## src/rtl/vga_pkg.sv

```systemverilog
// Shared constants for the VGA tile renderer: board geometry, palette,
// grid colour, swap FSM states and the pixel-to-tile mapping helper.
package vga_pkg;

  localparam int VGA_TILE_SHIFT = 5;
  localparam int VGA_COLS       = 20;
  localparam int VGA_ROWS       = 15;
  localparam int VGA_IDX_W      = 4;
  localparam int VGA_FC_W       = 16;

  localparam logic [23:0] GRID_COLOR = 24'h404040;

  // 16-entry EGA-style palette, indexed by the colour index read from RAM.
  localparam logic [23:0] PALETTE [16] = '{
    24'h000000, 24'h0000AA, 24'h00AA00, 24'h00AAAA,
    24'hAA0000, 24'hAA00AA, 24'hAA5500, 24'hAAAAAA,
    24'h555555, 24'h5555FF, 24'h55FF55, 24'h55FFFF,
    24'hFF5555, 24'hFF55FF, 24'hFFFF55, 24'hFFFFFF
  };

  typedef enum logic {
    IDLE = 1'b0,
    PEND = 1'b1
  } swap_state_t;

  // Pixels past the board's right/bottom edge fold onto the last column/row.
  function automatic logic [8:0] tile_index(
    input logic [9:0]  x,
    input logic [9:0]  y,
    input int unsigned shift,
    input int unsigned cols,
    input int unsigned rows
  );
    int unsigned col;
    int unsigned row;
    col = 32'(x) >> shift;
    row = 32'(y) >> shift;
    if (col > cols - 1) col = cols - 1;
    if (row > rows - 1) row = rows - 1;
    return 9'(row * cols + col);
  endfunction

endpackage

```

## src/rtl/vga_tile_renderer_if.sv

```systemverilog
// Frame-buffer read port and bank-swap handshake between the renderer
// (master) and the RAM / game logic (slave).
interface vga_tile_renderer_if #(
  parameter int IDX_W = 4,
  parameter int FC_W  = 16
);
  logic [9:0]       fb_addr;
  logic [IDX_W-1:0] fb_data;
  logic             swap_req;
  logic             swap_ack;
  logic             bank;
  logic [FC_W-1:0]  frame_count;

  modport master (
    output fb_addr,
    input  fb_data,
    input  swap_req,
    output swap_ack,
    output bank,
    output frame_count
  );

  modport slave (
    input  fb_addr,
    output fb_data,
    output swap_req,
    input  swap_ack,
    input  bank,
    input  frame_count
  );
endinterface

```

## src/rtl/vga_delay_line.sv

```systemverilog
// Fixed-depth register chain with asynchronous reset to a configurable value,
// used to keep timing/control bits aligned with the RAM read path.
module vga_delay_line #(
  parameter int               DEPTH   = 2,
  parameter int               WIDTH   = 1,
  parameter logic [WIDTH-1:0] RST_VAL = '0
) (
  input  logic             clk,
  input  logic             rst,
  input  logic [WIDTH-1:0] d_i,
  output logic [WIDTH-1:0] q_o
);

  logic [DEPTH:0][WIDTH-1:0] tap;

  assign tap[0] = d_i;

  generate
    for (genvar gi = 0; gi < DEPTH; gi++) begin : g_stage
      logic [WIDTH-1:0] stage_q;

      always_ff @(posedge clk or posedge rst) begin
        if (rst) begin
          stage_q <= RST_VAL;
        end else begin
          stage_q <= tap[gi];
        end
      end

      assign tap[gi+1] = stage_q;
    end
  endgenerate

  assign q_o = tap[DEPTH];

endmodule

```

## src/rtl/vga_tile_renderer.sv

```systemverilog
// Tile-map renderer: 3-stage pixel pipeline with double-buffered board swap.
// Optional grid overlay enabled by defining TILE_GRID_LINES_EN.
module vga_tile_renderer
  import vga_pkg::*;
#(
  parameter int TILE_SHIFT = VGA_TILE_SHIFT,
  parameter int COLS       = VGA_COLS,
  parameter int ROWS       = VGA_ROWS,
  parameter int IDX_W      = VGA_IDX_W,
  parameter int FC_W       = VGA_FC_W
) (
  input  logic                clk,
  input  logic                rst,
  input  logic [9:0]          posx,
  input  logic [9:0]          posy,
  input  logic                blank_n_in,
  input  logic                h_sync_in,
  input  logic                v_sync_in,
  vga_tile_renderer_if.master fb_if,
  output logic [7:0]          vga_r,
  output logic [7:0]          vga_g,
  output logic [7:0]          vga_b,
  output logic                vga_h_sync,
  output logic                vga_v_sync,
  output logic                vga_blank_n
);

  // Control word travelling alongside the RAM read: {blank_n, hsync, vsync[, offx, offy]}.
`ifdef TILE_GRID_LINES_EN
  localparam int CTRL_W = 3 + 2 * TILE_SHIFT;
  localparam logic [CTRL_W-1:0] CTRL_RST = {3'b011, {(2 * TILE_SHIFT){1'b0}}};
`else
  localparam int CTRL_W = 3;
  localparam logic [CTRL_W-1:0] CTRL_RST = 3'b011;
`endif

  logic [CTRL_W-1:0] ctrl_in;
  logic [CTRL_W-1:0] ctrl_s2;
  logic              blank_s2;
  logic              hs_s2;
  logic              vs_s2;

  logic [9:0]        fb_addr_q;
  logic [IDX_W-1:0]  idx;
  logic [23:0]       rgb_d;
  logic [23:0]       rgb_q;
  logic              hs_q;
  logic              vs_q;
  logic              blank_q;

  swap_state_t       state_q;
  logic              bank_q;
  logic              swap_ack_q;
  logic [FC_W-1:0]   frame_count_q;
  logic              vs_prev_q;
  logic              frame_edge;

`ifdef TILE_GRID_LINES_EN
  assign ctrl_in = {blank_n_in, h_sync_in, v_sync_in,
                    posx[TILE_SHIFT-1:0], posy[TILE_SHIFT-1:0]};
`else
  assign ctrl_in = {blank_n_in, h_sync_in, v_sync_in};
`endif

  // S1: tile address, issued to the synchronous frame-buffer RAM.
  always_ff @(posedge clk or posedge rst) begin
    if (rst) begin
      fb_addr_q <= '0;
    end else begin
      fb_addr_q <= {bank_q, tile_index(posx, posy, TILE_SHIFT, COLS, ROWS)};
    end
  end

  // S1+S2 for controls; the RAM's own output register is the S2 data stage.
  vga_delay_line #(
    .DEPTH   (2),
    .WIDTH   (CTRL_W),
    .RST_VAL (CTRL_RST)
  ) u_ctrl_delay (
    .clk (clk),
    .rst (rst),
    .d_i (ctrl_in),
    .q_o (ctrl_s2)
  );

  assign blank_s2 = ctrl_s2[CTRL_W-1];
  assign hs_s2    = ctrl_s2[CTRL_W-2];
  assign vs_s2    = ctrl_s2[CTRL_W-3];
  assign idx      = fb_if.fb_data;

  always_comb begin
    rgb_d = '0;
    if (blank_s2) begin
      rgb_d = PALETTE[idx];
`ifdef TILE_GRID_LINES_EN
      if ((ctrl_s2[2*TILE_SHIFT-1:TILE_SHIFT] == '0) || (ctrl_s2[TILE_SHIFT-1:0] == '0)) begin
        rgb_d = GRID_COLOR;
      end
`endif
    end
  end

  // S3: output registers.
  always_ff @(posedge clk or posedge rst) begin
    if (rst) begin
      rgb_q   <= '0;
      hs_q    <= 1'b1;
      vs_q    <= 1'b1;
      blank_q <= 1'b0;
    end else begin
      rgb_q   <= rgb_d;
      hs_q    <= hs_s2;
      vs_q    <= vs_s2;
      blank_q <= blank_s2;
    end
  end

  assign frame_edge = vs_prev_q & ~v_sync_in;

  // A request seen on an edge cycle while IDLE only arms PEND, so it waits for the next edge.
  always_ff @(posedge clk or posedge rst) begin
    if (rst) begin
      state_q       <= IDLE;
      bank_q        <= 1'b0;
      swap_ack_q    <= 1'b0;
      frame_count_q <= '0;
      vs_prev_q     <= 1'b0;
    end else begin
      vs_prev_q  <= v_sync_in;
      swap_ack_q <= 1'b0;
      if (frame_edge) begin
        frame_count_q <= frame_count_q + FC_W'(1);
      end
      case (state_q)
        IDLE: begin
          if (fb_if.swap_req) begin
            state_q <= PEND;
          end
        end
        PEND: begin
          if (frame_edge) begin
            bank_q     <= ~bank_q;
            swap_ack_q <= 1'b1;
            state_q    <= IDLE;
          end
        end
        default: state_q <= IDLE;
      endcase
    end
  end

  assign fb_if.fb_addr     = fb_addr_q;
  assign fb_if.swap_ack    = swap_ack_q;
  assign fb_if.bank        = bank_q;
  assign fb_if.frame_count = frame_count_q;

  assign vga_r       = rgb_q[23:16];
  assign vga_g       = rgb_q[15:8];
  assign vga_b       = rgb_q[7:0];
  assign vga_h_sync  = hs_q;
  assign vga_v_sync  = vs_q;
  assign vga_blank_n = blank_q;

endmodule

```

## src/flat_wrapper.sv

```systemverilog
// flat-port wrapper written by rule: the top's interface ports become plain ports
module vga_tile_renderer_flat import vga_pkg::*;
#(
  parameter int TILE_SHIFT = VGA_TILE_SHIFT,
  parameter int COLS       = VGA_COLS,
  parameter int ROWS       = VGA_ROWS,
  parameter int IDX_W      = VGA_IDX_W,
  parameter int FC_W       = VGA_FC_W
)
  (clk, rst, posx, posy, blank_n_in, h_sync_in, v_sync_in, vga_r, vga_g, vga_b, vga_h_sync, vga_v_sync, vga_blank_n, fb_if_fb_addr, fb_if_fb_data, fb_if_swap_req, fb_if_swap_ack, fb_if_bank, fb_if_frame_count);
  vga_tile_renderer_if #(.IDX_W(IDX_W), .FC_W(FC_W)) fb_if_i ();
  input  logic clk;
  input  logic rst;
  input  logic [9:0] posx;
  input  logic [9:0] posy;
  input  logic blank_n_in;
  input  logic h_sync_in;
  input  logic v_sync_in;
  output logic [7:0] vga_r;
  output logic [7:0] vga_g;
  output logic [7:0] vga_b;
  output logic vga_h_sync;
  output logic vga_v_sync;
  output logic vga_blank_n;
  output wire logic [$bits(fb_if_i.fb_addr)-1:0] fb_if_fb_addr;
  input wire logic [$bits(fb_if_i.fb_data)-1:0] fb_if_fb_data;
  input wire logic [$bits(fb_if_i.swap_req)-1:0] fb_if_swap_req;
  output wire logic [$bits(fb_if_i.swap_ack)-1:0] fb_if_swap_ack;
  output wire logic [$bits(fb_if_i.bank)-1:0] fb_if_bank;
  output wire logic [$bits(fb_if_i.frame_count)-1:0] fb_if_frame_count;
  assign fb_if_fb_addr = fb_if_i.fb_addr;
  assign fb_if_i.fb_data = fb_if_fb_data;
  assign fb_if_i.swap_req = fb_if_swap_req;
  assign fb_if_swap_ack = fb_if_i.swap_ack;
  assign fb_if_bank = fb_if_i.bank;
  assign fb_if_frame_count = fb_if_i.frame_count;
  vga_tile_renderer #(.TILE_SHIFT(TILE_SHIFT), .COLS(COLS), .ROWS(ROWS), .IDX_W(IDX_W), .FC_W(FC_W)) u_core (.clk(clk), .rst(rst), .posx(posx), .posy(posy), .blank_n_in(blank_n_in), .h_sync_in(h_sync_in), .v_sync_in(v_sync_in), .fb_if(fb_if_i), .vga_r(vga_r), .vga_g(vga_g), .vga_b(vga_b), .vga_h_sync(vga_h_sync), .vga_v_sync(vga_v_sync), .vga_blank_n(vga_blank_n));
endmodule
```

## config.mk

```make
export PLATFORM = sky130hd
export DESIGN_NAME = vga_tile_renderer_flat
export DESIGN_NICKNAME = d
export VERILOG_FILES = /design/src/rtl/vga_pkg.sv /design/src/rtl/vga_tile_renderer_if.sv /design/src/rtl/vga_delay_line.sv /design/src/rtl/vga_tile_renderer.sv /design/src/flat_wrapper.sv
export SDC_FILE = /design/constraint.sdc
export NUM_CORES = 1
export LEC_CHECK = 0
export ABC_AREA = 1
export CORE_ASPECT_RATIO = 0.9
export CORE_UTILIZATION = 35
export DETAILED_ROUTE_END_ITERATION = 16
export PLACE_DENSITY_LB_ADDON = 0.08
export SLEW_MARGIN = 20
export SYNTH_ARGS = -nofsm -noshare
export SYNTH_HDL_FRONTEND = slang
export SYNTH_HIERARCHICAL = 1
export SYNTH_SLANG_ARGS = --single-unit
```

## constraint.sdc

```tcl
create_clock -name clk -period 1.2 [get_ports clk]
set_clock_uncertainty 0.15 [all_clocks]
set_input_delay 0.12 -clock clk [delete_from_list [all_inputs] [get_ports clk]]
set_output_delay 0.12 -clock clk [all_outputs]
set_load 0.03 [all_outputs]
```

==> impl_results.rst <==
.. list-table::
   :header-rows: 1

   * - Metric
     - Value
   * - Fill cell total of the finished layout
     - 529
   * - Minimum setup slack in the final design
     - -0.552 ns
   * - Clock Path Buffers
     - 2
   * - Cells taking the most area after synthesis
     - dfrtp_1 44%, nand2_1 7.9%, dfstp_2 7.2%, buf_4 6.6%, inv_1 6.6%
   * - Number of antenna violations at the first check in global routing
     - 0
   * - Crit Reg-Reg Startpoint
     - u_core/fb_if.frame_count[0]
   * - Die H
     - 76.8 um
   * - Avg Inst Size Synth
     - 9.42 sq um
   * - Switch share
     - 34.9%
   * - Post-detailed-routing wire length
     - 4.68 mm
   * - Synth Register Bits
     - 44
   * - Number of top-level pins
     - 85
   * - FP Rows
     - 26
   * - Width of the die
     - 85.1 um
   * - Clock sink count
     - 44
   * - Result of the run
     - finished, violations left
   * - Top cells by instance count after synthesis
     - 46 x nand2_1, 38 x dfrtp_1, 38 x inv_1
   * - Worst-path clk slew
     - 0.09 ns
   * - Mapped Cells
     - 231
   * - Iter 0 DRT Violations
     - 37
   * - CTS tree
     - yes
   * - Power share of the sequential group
     - 37.5%
   * - Clock insertion delay at the later pin of the skew report
     - 0.29 ns
   * - Slowest library cell on the worst path
     - fa_1
   * - Via count of the first global-routing pass
     - 1,799
   * - Net switching power figure
     - 1.79 mW
   * - Start point of the worst hold path
     - h_sync_in
   * - Fraction of final layout cells with drive strength greater than 1
     - 53.1%
   * - Yosys top cell by area
     - dfrtp_1
   * - Power density normalized to cell area
     - 1450 mW/mm^2
   * - Post-detailed-route wirelength per cell
     - 11.3 um
   * - Number of flops mapped to enable cells by yosys
     - 0
   * - Violated checks
     - negative setup slack
   * - Sequential share of the synthesized area
     - 50.9%
   * - Final Setup Violations
     - 39
   * - Count of distinct cell types in the synthesized netlist
     - 28
   * - End of the worst register-to-register path
     - u_core/fb_if.frame_count[8]
   * - Capturing element type of the critical path
     - flip-flop
   * - Core area
     - 0.00582 sq mm
   * - Total standard cell area after synthesis
     - 0.00218 sq mm
   * - Unrepaired setup endpoints after global routing
     - true
   * - Number of CTS-inserted buffers
     - 5
   * - Via/cell ratio
     - 4.35
   * - Series of cell instances along the critical path
     - buf_8 -> nand2_4 -> inv_2 -> nand3_2 -> nand3b_1 -> ha_1 -> ha_2 -> inv_2 -> fa_1 -> inv_2 -> and2_4 -> nand2_1 -> nand2_1 -> nand2_1
   * - Fin Hold WS
     - 0.0901 ns
   * - Register-to-register setup slack
     - -0.27 ns
   * - Pleak
     - 1.80 nW
   * - Synthesized netlist net count
     - 272
   * - Destination of the worst hold path
     - u_core/u_ctrl_delay/g_stage[0].stage_q[1]
   * - Most frequently used cell type in the post-synthesis netlist
     - nand2_1
   * - Pint
     - 3.33 mW
   * - Cell depth of the worst flop-to-flop path
     - 6
   * - Max-cap violation count
     - 0
   * - Max H-tree Level
     - 2
   * - Detailed-route via count
     - 1,795
   * - Total global-route track usage
     - 15.1%
   * - Share of the clock period used by the worst path
     - 146%
   * - Clk network pwr share
     - 22.6%
   * - Hold Path Cell Cnt
     - 1
   * - Tmin final
     - 1.75 ns
   * - Largest fanout on the critical path
     - 3
   * - Proportion of netlist area held by the largest area contributor
     - 43.7%
   * - Pin count of the biggest net entering global routing
     - 27
   * - Largest vdd supply drop
     - 0.608 mV
   * - Syn-to-layout area delta
     - 62.0%
   * - Post-layout nets
     - 383
   * - Wire length of the first global-routing pass
     - 7.78 mm
   * - Maximum operating frequency
     - 0.571 GHz
   * - Root buffer selected by CTS
     - clkbuf_8
   * - Setup Crit Path Kind
     - in -> reg
   * - Placed wire-length estimate
     - 3.42 mm
   * - Critical path required time
     - 1.24 ns
   * - Part of the power in combinational logic
     - 39.9%
   * - Count of unresolved DRC violations after routing
     - 0
   * - Starting Density
     - 37.4%
   * - Final ANT Viol Nets
     - 0
   * - Antenna cell count
     - 0
   * - Count of buffers inserted at the top-level ports
     - 74
   * - Final GP Congestion
     - 0.761
   * - Hold Crit Class
     - in -> reg
   * - Highest cell delay on the worst timing path
     - 0.44 ns
   * - Die area
     - 0.00654 sq mm
   * - 1st-pass router iterations
     - 4
   * - Endpoint arrival time on the critical path
     - 1.79 ns
   * - Dominant synthesized flop cell
     - dfrtp_1
   * - Number of endpoints with negative hold slack in the final report
     - 0
   * - Yosys Warn Count
     - 6
   * - Share of async-settable or async-resettable flops after synthesis
     - 100%
   * - Max Slew Vio Count
     - 0
   * - Type of origin of the critical path
     - input port
   * - Worst slack, placed
     - -1.33 ns
   * - Residual overflow from global routing
     - 0
## cells by family after synthesis
kind of cell	synth area share, %
compound gates	1.26
xor+xnor	6.03
fa+ha+maj	7.01
buf+inv	13.6
flops	50.9
other cells	0.172
simple gates	21.0
## through the flow
| stage | TNS [ns] | util [%] | instances | power (mW) | area [sq um] |
|---|---|---|---|---|---|
| finish | -5.30 | 60.6 | 413 | 5.12 | 3530 |
| global route | -7.60 | 60.6 | 413 | 5.41 | 3530 |
| CTS | -5.49 | 58.6 | 406 | 5.10 | 3410 |
| detailed placement | -12.15 | 52.8 | 388 | 3.62 | 3070 |
| global placement | -11.77 | 52.8 | 388 | 3.60 | 3070 |
| floorplan | -4.36 | - | 231 | 2.87 | 2270 |
## layout make-up
type / instances / area, sq um / share of cell area (%)
flip-flops and latches: 44 / 1120 / 31.9
repair buffers: 124 / 1110 / 31.6
inverters: 40 / 155 / 4.40
multi-input cells: 127 / 931 / 26.4
clock inverters: 3 / 46.3 / 1.31
well taps: 70 / 87.6 / 2.48
clock buffers: 5 / 68.8 / 1.95
## cell usage in the layout, fill, tap and decap left out, types with 3 or more instances in the layout
| cell | n |
|---|---|
| nand3_1 | 5 |
| inv_2 | 11 |
| dfrtp_1 | 26 |
| nand4_1 | 5 |
| nand3_2 | 3 |
| nor2_4 | 6 |
| buf_6 | 37 |
| clkbuf_8 | 5 |
| buf_2 | 3 |
| ha_1 | 4 |
| buf_4 | 67 |
| nand2_2 | 4 |
| dfstp_2 | 6 |
| clkdlybuf4s50_1 | 11 |
| nor2_2 | 3 |
| ha_4 | 3 |
| nor2_1 | 15 |
| xnor2_1 | 7 |
| xor2_1 | 6 |
| inv_1 | 28 |
| nand2_1 | 43 |
| dfrtp_2 | 12 |
## registers in the layout, indices dropped and copies added (netlist names)
register,cells
u_core/fb_if.frame_count,16
u_core/fb_if.fb_addr,10
u_core/rgb_q,5
u_core/u_ctrl_delay/g_stage.stage_q,3
u_core/u_ctrl_delay/q_o,3
u_core/fb_if.bank,1
u_core/fb_if.swap_ack,1
u_core/state_q,1
u_core/vga_blank_n,1
u_core/vga_h_sync,1
u_core/vga_v_sync,1
u_core/vs_prev_q,1
## power by group through the flow
stage                     logic, mW  clock network, mW  registers, mW
after detailed placement       1.71                  0           1.91
final                          2.04               1.16           1.92
after global routing           2.20               1.25           1.95
after global placement         1.69                  0           1.91
after CTS                      1.99               1.19           1.92
after floorplan               0.558                  0           2.31
## what timing repair did
action / CTS / global route
buffers inserted: 9 / 10
gates cloned: 0 / 0
setup endpoints to repair: 42 / 49
hold buffers: 1 / 0
pin swaps: 23 / 15
endpoints found under the hold margin: 2 / 0
resized for setup: 72 / 24
## critical path: cells and delay by family
family,cells,cell delay (ns)
simple gates,7,0.50
fa+ha+maj,3,0.92
buf+inv,4,0.24
## routing by layer
metal  global-route usage [%]  vias to the layer above  routed length, um
met5                        0                        -                  0
met4                     4.07                        0                 27
met3                     3.88                        2                245
met2                     25.7                       50               2260
met1                     18.8                      839               2150
li1                         -                      904                  -
## worst max-delay path by stage
stage / from / end / cells past startpoint
after floorplan: posy[6] / u_core/fb_if.fb_addr[8] / 13
after global placement: posy[6] / u_core/fb_if.fb_addr[8] / 13
after detailed placement: posy[6] / u_core/fb_if.fb_addr[8] / 13
after CTS: posy[8] / u_core/fb_if.fb_addr[8] / 14
after global routing: posy[8] / u_core/fb_if.fb_addr[8] / 14
final: posy[8] / u_core/fb_if.fb_addr[8] / 14
Note: power is estimated with default switching activity, not from simulation.
